**src/rtl/bus_interconnect_rr_if.sv**
```systemverilog
// Endpoint-side bundle of the round-robin shared bus: send handshake, delivery and status.
// The interconnect takes the slave modport, the endpoints (or a bench) the master modport.
interface bus_interconnect_rr_if #(
  parameter int N_PORTS = 3,
  parameter int DATA_W  = 8,
  parameter int ID_W    = 2
);
  logic [N_PORTS-1:0]        send_valid;
  logic [N_PORTS*DATA_W-1:0] send_data;
  logic [N_PORTS*ID_W-1:0]   send_dest;
  logic [N_PORTS-1:0]        send_ready;
  logic [N_PORTS-1:0]        recv_valid;
  logic [DATA_W-1:0]         recv_data;
  logic [ID_W-1:0]           recv_src;
  logic [N_PORTS-1:0]        recv_ack;
  logic                      busy;
  logic                      err;

  modport master (
    output send_valid, send_data, send_dest, recv_ack,
    input  send_ready, recv_valid, recv_data, recv_src, busy, err
  );

  modport slave (
    input  send_valid, send_data, send_dest, recv_ack,
    output send_ready, recv_valid, recv_data, recv_src, busy, err
  );
endinterface

```
**src/rtl/bus_interconnect_rr.sv**
```systemverilog
// Mux-based shared bus for N_PORTS endpoints: round-robin arbitration, unicast/broadcast delivery
// with per-receiver ack. Define ACK_TIMEOUT_EN to abort deliveries that stay unacked for TIMEOUT cycles.
module bus_interconnect_rr #(
  parameter int N_PORTS = 3,
  parameter int DATA_W  = 8,
  parameter int ID_W    = 2,
  parameter int TIMEOUT = 15
) (
  input logic                  clk,
  input logic                  rst_n,
  bus_interconnect_rr_if.slave bus
);

  typedef enum logic [0:0] {IDLE = 1'b0, DELIVER = 1'b1} state_t;

  localparam logic [ID_W-1:0] LAST_PORT = ID_W'(N_PORTS - 1);
  localparam logic [ID_W-1:0] BCAST_ID  = {ID_W{1'b1}};

  state_t              state_r;
  state_t              state_nxt_s;
  logic [N_PORTS-1:0]  pending_r;
  logic [N_PORTS-1:0]  pending_nxt_s;
  logic [N_PORTS-1:0]  grant_s;
  logic [N_PORTS-1:0]  mask_s;
  logic [ID_W-1:0]     last_grant_r;
  logic [ID_W-1:0]     win_s;
  logic [ID_W-1:0]     dest_s;
  logic [ID_W-1:0]     recv_src_r;
  logic [DATA_W-1:0]   data_s;
  logic [DATA_W-1:0]   recv_data_r;
  logic                found_s;
  logic                hit_s;
  int                  idx_s;
  logic                dest_ok_s;
  logic                accept_s;
  logic                timeout_hit_s;
  logic                err_r;

  if (N_PORTS < 2 || N_PORTS > (2 ** ID_W) - 1) begin : g_bad_ports
    $error("bus_interconnect_rr: N_PORTS out of range for ID_W");
  end
  if (TIMEOUT < 1 || TIMEOUT > 255) begin : g_bad_timeout
    $error("bus_interconnect_rr: TIMEOUT out of range");
  end

  // Returns {dest_ok, pending_mask}; broadcast excludes the sender, unknown IDs give ok=0.
  function automatic logic [N_PORTS:0] decode_dest(input logic [ID_W-1:0] dest,
                                                   input logic [ID_W-1:0] src);
    logic [N_PORTS-1:0] m;
    logic               ok;
    m  = '0;
    ok = 1'b0;
    if (dest == BCAST_ID) begin
      ok = 1'b1;
      for (int i = 0; i < N_PORTS; i++) m[i] = (i != int'(src));
    end else if (int'(dest) < N_PORTS) begin
      ok = 1'b1;
      for (int i = 0; i < N_PORTS; i++) m[i] = (i == int'(dest));
    end else begin
      ok = 1'b0;
      m  = '0;
    end
    return {ok, m};
  endfunction

  // Round-robin search starting one past the last granted port.
  always_comb begin
    grant_s = '0;
    win_s   = '0;
    found_s = 1'b0;
    hit_s   = 1'b0;
    idx_s   = 0;
    for (int k = 1; k <= N_PORTS; k++) begin
      idx_s          = (int'(last_grant_r) + k) % N_PORTS;
      hit_s          = bus.send_valid[idx_s] & ~found_s;
      grant_s[idx_s] = grant_s[idx_s] | hit_s;
      win_s          = hit_s ? ID_W'(idx_s) : win_s;
      found_s        = found_s | hit_s;
    end
  end

  // Winner's payload/destination and the resulting delivery mask.
  always_comb begin
    data_s              = bus.send_data[int'(win_s)*DATA_W +: DATA_W];
    dest_s              = bus.send_dest[int'(win_s)*ID_W +: ID_W];
    {dest_ok_s, mask_s} = decode_dest(dest_s, win_s);
    accept_s            = (state_r == IDLE) && found_s;
  end

`ifdef ACK_TIMEOUT_EN
  logic [7:0] tmo_cnt_r;

  // Counts cycles spent in DELIVER; held at zero in IDLE so every entry starts fresh.
  always_ff @(posedge clk or negedge rst_n) begin
    if (!rst_n) begin
      tmo_cnt_r <= 8'd0;
    end else if (state_r == DELIVER) begin
      tmo_cnt_r <= tmo_cnt_r + 8'd1;
    end else begin
      tmo_cnt_r <= 8'd0;
    end
  end

  assign timeout_hit_s = (state_r == DELIVER) && (tmo_cnt_r == 8'(TIMEOUT - 1));
`else
  assign timeout_hit_s = 1'b0;
`endif

  // FSM state register.
  always_ff @(posedge clk or negedge rst_n) begin
    if (!rst_n) begin
      state_r <= IDLE;
    end else begin
      state_r <= state_nxt_s;
    end
  end

  // FSM next state; a timeout abort wins over any acks on the same edge.
  always_comb begin
    state_nxt_s   = state_r;
    pending_nxt_s = pending_r;
    case (state_r)
      IDLE: begin
        if (accept_s && dest_ok_s) begin
          state_nxt_s   = DELIVER;
          pending_nxt_s = mask_s;
        end else begin
          state_nxt_s   = IDLE;
          pending_nxt_s = '0;
        end
      end
      DELIVER: begin
        if (timeout_hit_s) begin
          state_nxt_s   = IDLE;
          pending_nxt_s = '0;
        end else if ((pending_r & ~bus.recv_ack) == '0) begin
          state_nxt_s   = IDLE;
          pending_nxt_s = '0;
        end else begin
          state_nxt_s   = DELIVER;
          pending_nxt_s = pending_r & ~bus.recv_ack;
        end
      end
      default: begin
        state_nxt_s   = IDLE;
        pending_nxt_s = '0;
      end
    endcase
  end

  // FSM outputs: grants only in IDLE, busy only in DELIVER.
  always_comb begin
    bus.send_ready = '0;
    bus.busy       = 1'b0;
    case (state_r)
      IDLE: begin
        bus.send_ready = grant_s;
        bus.busy       = 1'b0;
      end
      DELIVER: begin
        bus.send_ready = '0;
        bus.busy       = 1'b1;
      end
      default: begin
        bus.send_ready = '0;
        bus.busy       = 1'b0;
      end
    endcase
  end

  // Delivery registers, round-robin pointer and the error pulse.
  always_ff @(posedge clk or negedge rst_n) begin
    if (!rst_n) begin
      pending_r    <= '0;
      last_grant_r <= LAST_PORT;
      recv_data_r  <= '0;
      recv_src_r   <= '0;
      err_r        <= 1'b0;
    end else begin
      pending_r <= pending_nxt_s;
      err_r     <= (accept_s & ~dest_ok_s) | timeout_hit_s;
      if (accept_s) begin
        last_grant_r <= win_s;
        recv_data_r  <= data_s;
        recv_src_r   <= win_s;
      end else begin
        last_grant_r <= last_grant_r;
        recv_data_r  <= recv_data_r;
        recv_src_r   <= recv_src_r;
      end
    end
  end

  assign bus.recv_valid = pending_r;
  assign bus.recv_data  = recv_data_r;
  assign bus.recv_src   = recv_src_r;
  assign bus.err        = err_r;

endmodule
```
**src/flat_wrapper.sv**
```systemverilog
// flat-port wrapper written by rule: the top's interface ports become plain ports
module bus_interconnect_rr_flat 
#(
  parameter int N_PORTS = 3,
  parameter int DATA_W  = 8,
  parameter int ID_W    = 2,
  parameter int TIMEOUT = 15
)
  (clk, rst_n, bus_send_valid, bus_send_data, bus_send_dest, bus_recv_ack, bus_send_ready, bus_recv_valid, bus_recv_data, bus_recv_src, bus_busy, bus_err);
  bus_interconnect_rr_if #(.N_PORTS(N_PORTS), .DATA_W(DATA_W), .ID_W(ID_W)) bus_i ();
  input logic clk;
  input logic rst_n;
  input wire logic [$bits(bus_i.send_valid)-1:0] bus_send_valid;
  input wire logic [$bits(bus_i.send_data)-1:0] bus_send_data;
  input wire logic [$bits(bus_i.send_dest)-1:0] bus_send_dest;
  input wire logic [$bits(bus_i.recv_ack)-1:0] bus_recv_ack;
  output wire logic [$bits(bus_i.send_ready)-1:0] bus_send_ready;
  output wire logic [$bits(bus_i.recv_valid)-1:0] bus_recv_valid;
  output wire logic [$bits(bus_i.recv_data)-1:0] bus_recv_data;
  output wire logic [$bits(bus_i.recv_src)-1:0] bus_recv_src;
  output wire logic [$bits(bus_i.busy)-1:0] bus_busy;
  output wire logic [$bits(bus_i.err)-1:0] bus_err;
  assign bus_i.send_valid = bus_send_valid;
  assign bus_i.send_data = bus_send_data;
  assign bus_i.send_dest = bus_send_dest;
  assign bus_i.recv_ack = bus_recv_ack;
  assign bus_send_ready = bus_i.send_ready;
  assign bus_recv_valid = bus_i.recv_valid;
  assign bus_recv_data = bus_i.recv_data;
  assign bus_recv_src = bus_i.recv_src;
  assign bus_busy = bus_i.busy;
  assign bus_err = bus_i.err;
  bus_interconnect_rr #(.N_PORTS(N_PORTS), .DATA_W(DATA_W), .ID_W(ID_W), .TIMEOUT(TIMEOUT)) u_core (.clk(clk), .rst_n(rst_n), .bus(bus_i));
endmodule
```
**config.mk**
```make
export PLATFORM = sky130hd
export DESIGN_NAME = bus_interconnect_rr_flat
export DESIGN_NICKNAME = d
export VERILOG_FILES = /design/src/rtl/bus_interconnect_rr_if.sv /design/src/rtl/bus_interconnect_rr.sv /design/src/flat_wrapper.sv
export SDC_FILE = /design/constraint.sdc
export NUM_CORES = 1
export LEC_CHECK = 0
export ABC_AREA = 1
export CORE_ASPECT_RATIO = 0.6
export CORE_UTILIZATION = 46
export DETAILED_ROUTE_END_ITERATION = 10
export GPL_ROUTABILITY_DRIVEN = 0
export PLACE_DENSITY = 0.95
export SLEW_MARGIN = 20
export SYNTH_ARGS = -nofsm -noshare
export SYNTH_HDL_FRONTEND = slang
export SYNTH_SLANG_ARGS = --single-unit
```
**constraint.sdc**
```tcl
create_clock -name clk -period 6.79 [get_ports clk]
set_input_delay 1.6975 -clock clk [delete_from_list [all_inputs] [get_ports clk]]
set_output_delay 1.6975 -clock clk [all_outputs]
set_load 0.005 [all_outputs]
```
==> metrics <==
Avg WL per Cell 12.8 um; initial antenna violation count 0; GRT Util Overall 0.246; first-pass GRT wire length 5.71 mm; Worst EP arrival between 3 and 4 ns; initial drt markers 129; Levels on crit path 10; ant diodes 0; Cell Area, Placed ~0.0018 mm2; CTS Buf Count 3; Final Hold Viols 0; syn nets 225; drt pass-1 iters 7; Slowest cell on crit path clkdlybuf4s50_1; pin count of the biggest net entering global routing 19; DR vias/cell 5.40; dpl ws approximately 1.2 ns; antenna viol nets, final 0; postcts setup bufs 0; status finished, violations left; number of global-route vias before repair 1254; number of buffers and inverters on the critical path 4; final HPWL from detailed placement 2.67 mm; worst-case clock skew 0.000828 ns; Top-Level Pins 56; Setup CP Type input pin to output port; Leakage 0.851 nW; worst-margin pin slew 0.666 ns; post_cts resized 0; worst skew pair latency 0.25 ns; Post-Synthesis Cells 184; Yosys Warn Count 0; flops & latches, synth 15; crit path capture type output port; Cell variety after synth 33; commonest non-fill, non-tap cell in the layout clkdlybuf4s50_1; row count 14; Max Freq 178 MHz; Crit path max-delay family buffers and inverters; syn_area_per_cell 7.07 um2; Vias 1441; HP Class flop to flop; final worst setup slack 1.18 ns; CTS tree built; register area share after synthesis 0.290; Core Region 0.00259 mm2; share of layout cells above drive strength 1 0.140; Crit Path Max Fanout 6; Die H 43.2 um; Data required, critical path 5.09 ns; worst hold stages 2; final worst-path cycle share 0.826; Final Max Slew Viols 0; Detailed Route WL around 3.4 mm; total power 0.000907 W; Reg clk slew, reported paths 0.06 ns; max_cap viols 0; Starting Density 0.501; Die W 70.6 um; Design Area, Final 0.00187 mm2; R2R depth 16; CP peak stage delay 0.55 ns; IO buf count 54; Sinks on Clock Net 15; Worst VDD drop just under 0.3 mV; commonest cells after routing, fill and taps aside clkdlybuf4s50_1, nand2_1, nand3_1; max_slew headroom 0.555; violated checks DRC; # hold bufs at CTS 0; cell area after synthesis 0.00130 mm2; Clock Tree Buf Depth 2; H-tree Lvls 1; # setup viols final 0; Layout Utilization 0.721; Post-layout nets 277; power density over the cells approximately 490 mW/mm2; register area 377 um2; multi-input logic area 785 um2; Root Buffer Master clkbuf_8; Layout fillers 217; RSZ-0062 raised after global routing false; critical path launch point type input pin; DIE AREA 0.00305 mm2; DRC 6; Layout area overhead 43.8%; global route total overflow 0; crit path cell chain clkdlybuf4s50_1 > inv_1 > o21ai_1 > nand2_4 > nor2_1 > inv_1 > o31ai_1 > a21oi_1 > a211oi_1 > clkdlybuf4s50_1; Final min period 5.61 ns; Setup TNS 0 ns
[sequential cells by signal (all words and copies together), names as in the netlist]
| name | count |
|---|---|
| u_core.bus.recv_src | 2 |
| u_core.bus.recv_data | 8 |
| u_core.last_grant_r | 1 |
| u_core.state_r | 1 |
| u_core.bus.recv_valid | 3 |
[kinds of logic (layout without fill, tap and decap cells)]
kind of cell | after synthesis | in the layout | synth area share
flip-flops | 15 | 15 | 0.290
AND/OR/NAND/NOR | 102 | 102 | 0.414
other | 1 | 1 | 0.00288
adder cells (fa/ha/maj) | 3 | 3 | 0.0289
buffers and inverters | 28 | 79 | 0.107
AO/OA/AOI/OAI | 35 | 35 | 0.158
[synth_stat cells, drive strengths merged]
master	instances	area share
o31ai	1	0.0058
conb	1	0.0029
nand2	48	0.17
nand4	2	0.014
buf	7	0.044
inv	21	0.063
a21oi	8	0.034
a31oi	1	0.0048
nand3b	1	0.0058
nor3	4	0.015
dfstp	1	0.020
a211oi	1	0.0058
o211ai	3	0.017
ha	3	0.029
o21bai	2	0.012
o21ai	19	0.079
dfrtp	14	0.27
nand3	30	0.14
nor2	17	0.068
[worst register-to-register path, stage by stage (launching register included)]
cell,delay [ns]
dfstp_2,0.55
inv_1,0.06
ha_1,0.32
inv_2,0.19
nand2_1,0.07
nand3_1,0.11
nand2_2,0.10
nand3_4,0.11
nand3_2,0.14
nand2_4,0.19
nand2_1,0.08
nand3_1,0.12
nand2_1,0.10
nand3_2,0.08
nand2_1,0.06
nand2_1,0.07
nand2_1,0.06
[per-layer routing]
layer / track usage / routed length, um
met5: 0 / 0
met4: 0.0560 / 32
met3: 0.0736 / 337
met2: 0.373 / 1430
met1: 0.347 / 1630
[power by group]
part / internal (W) / total [W] / switching (W)
logic: 0.000267 / 0.000673 / 0.000406
registers: 0.000135 / 0.000162 / 0.0000265
clock network: 0.0000407 / 0.0000723 / 0.0000316
total: 0.000443 / 0.000907 / 0.000464
[area by class of cell]
class                   count  area share
repair buffers             54       0.289
multi-input cells         141       0.420
inverters                  21      0.0435
flip-flops and latches     15       0.201
clock buffers               3      0.0221
clock inverters             1     0.00268
well taps                  32      0.0214
[worst paths after layout]
path / startpoint / endpoint / slack [ns]
worst max register to register: u_core.last_grant_r[1] / u_core.bus.recv_valid[0] / 4.30
worst min register to register: u_core.bus.recv_data[3] / u_core.bus.recv_data[3] / 0.50
max in group asynchronous: rst_n / u_core.bus.recv_data[4] / 4.51
worst max-delay path: bus_send_valid[2] / bus_send_ready[1] / 1.18
min in group asynchronous: rst_n / u_core.bus.recv_data[2] / 1.85
worst min-delay path: u_core.bus.recv_data[3] / u_core.bus.recv_data[3] / 0.50
[stage by stage]
| stage | std cells | hold WS, ns |
|---|---|---|
| final | 267 | 0.502 |
| after floorplan | 184 | 0.473 |
| after CTS | 267 | 0.502 |
| after detailed placement | 263 | 0.484 |
| after global placement | 263 | 0.478 |
| after global routing | 267 | 0.527 |
Note: power is estimated with default switching activity, not from simulation.
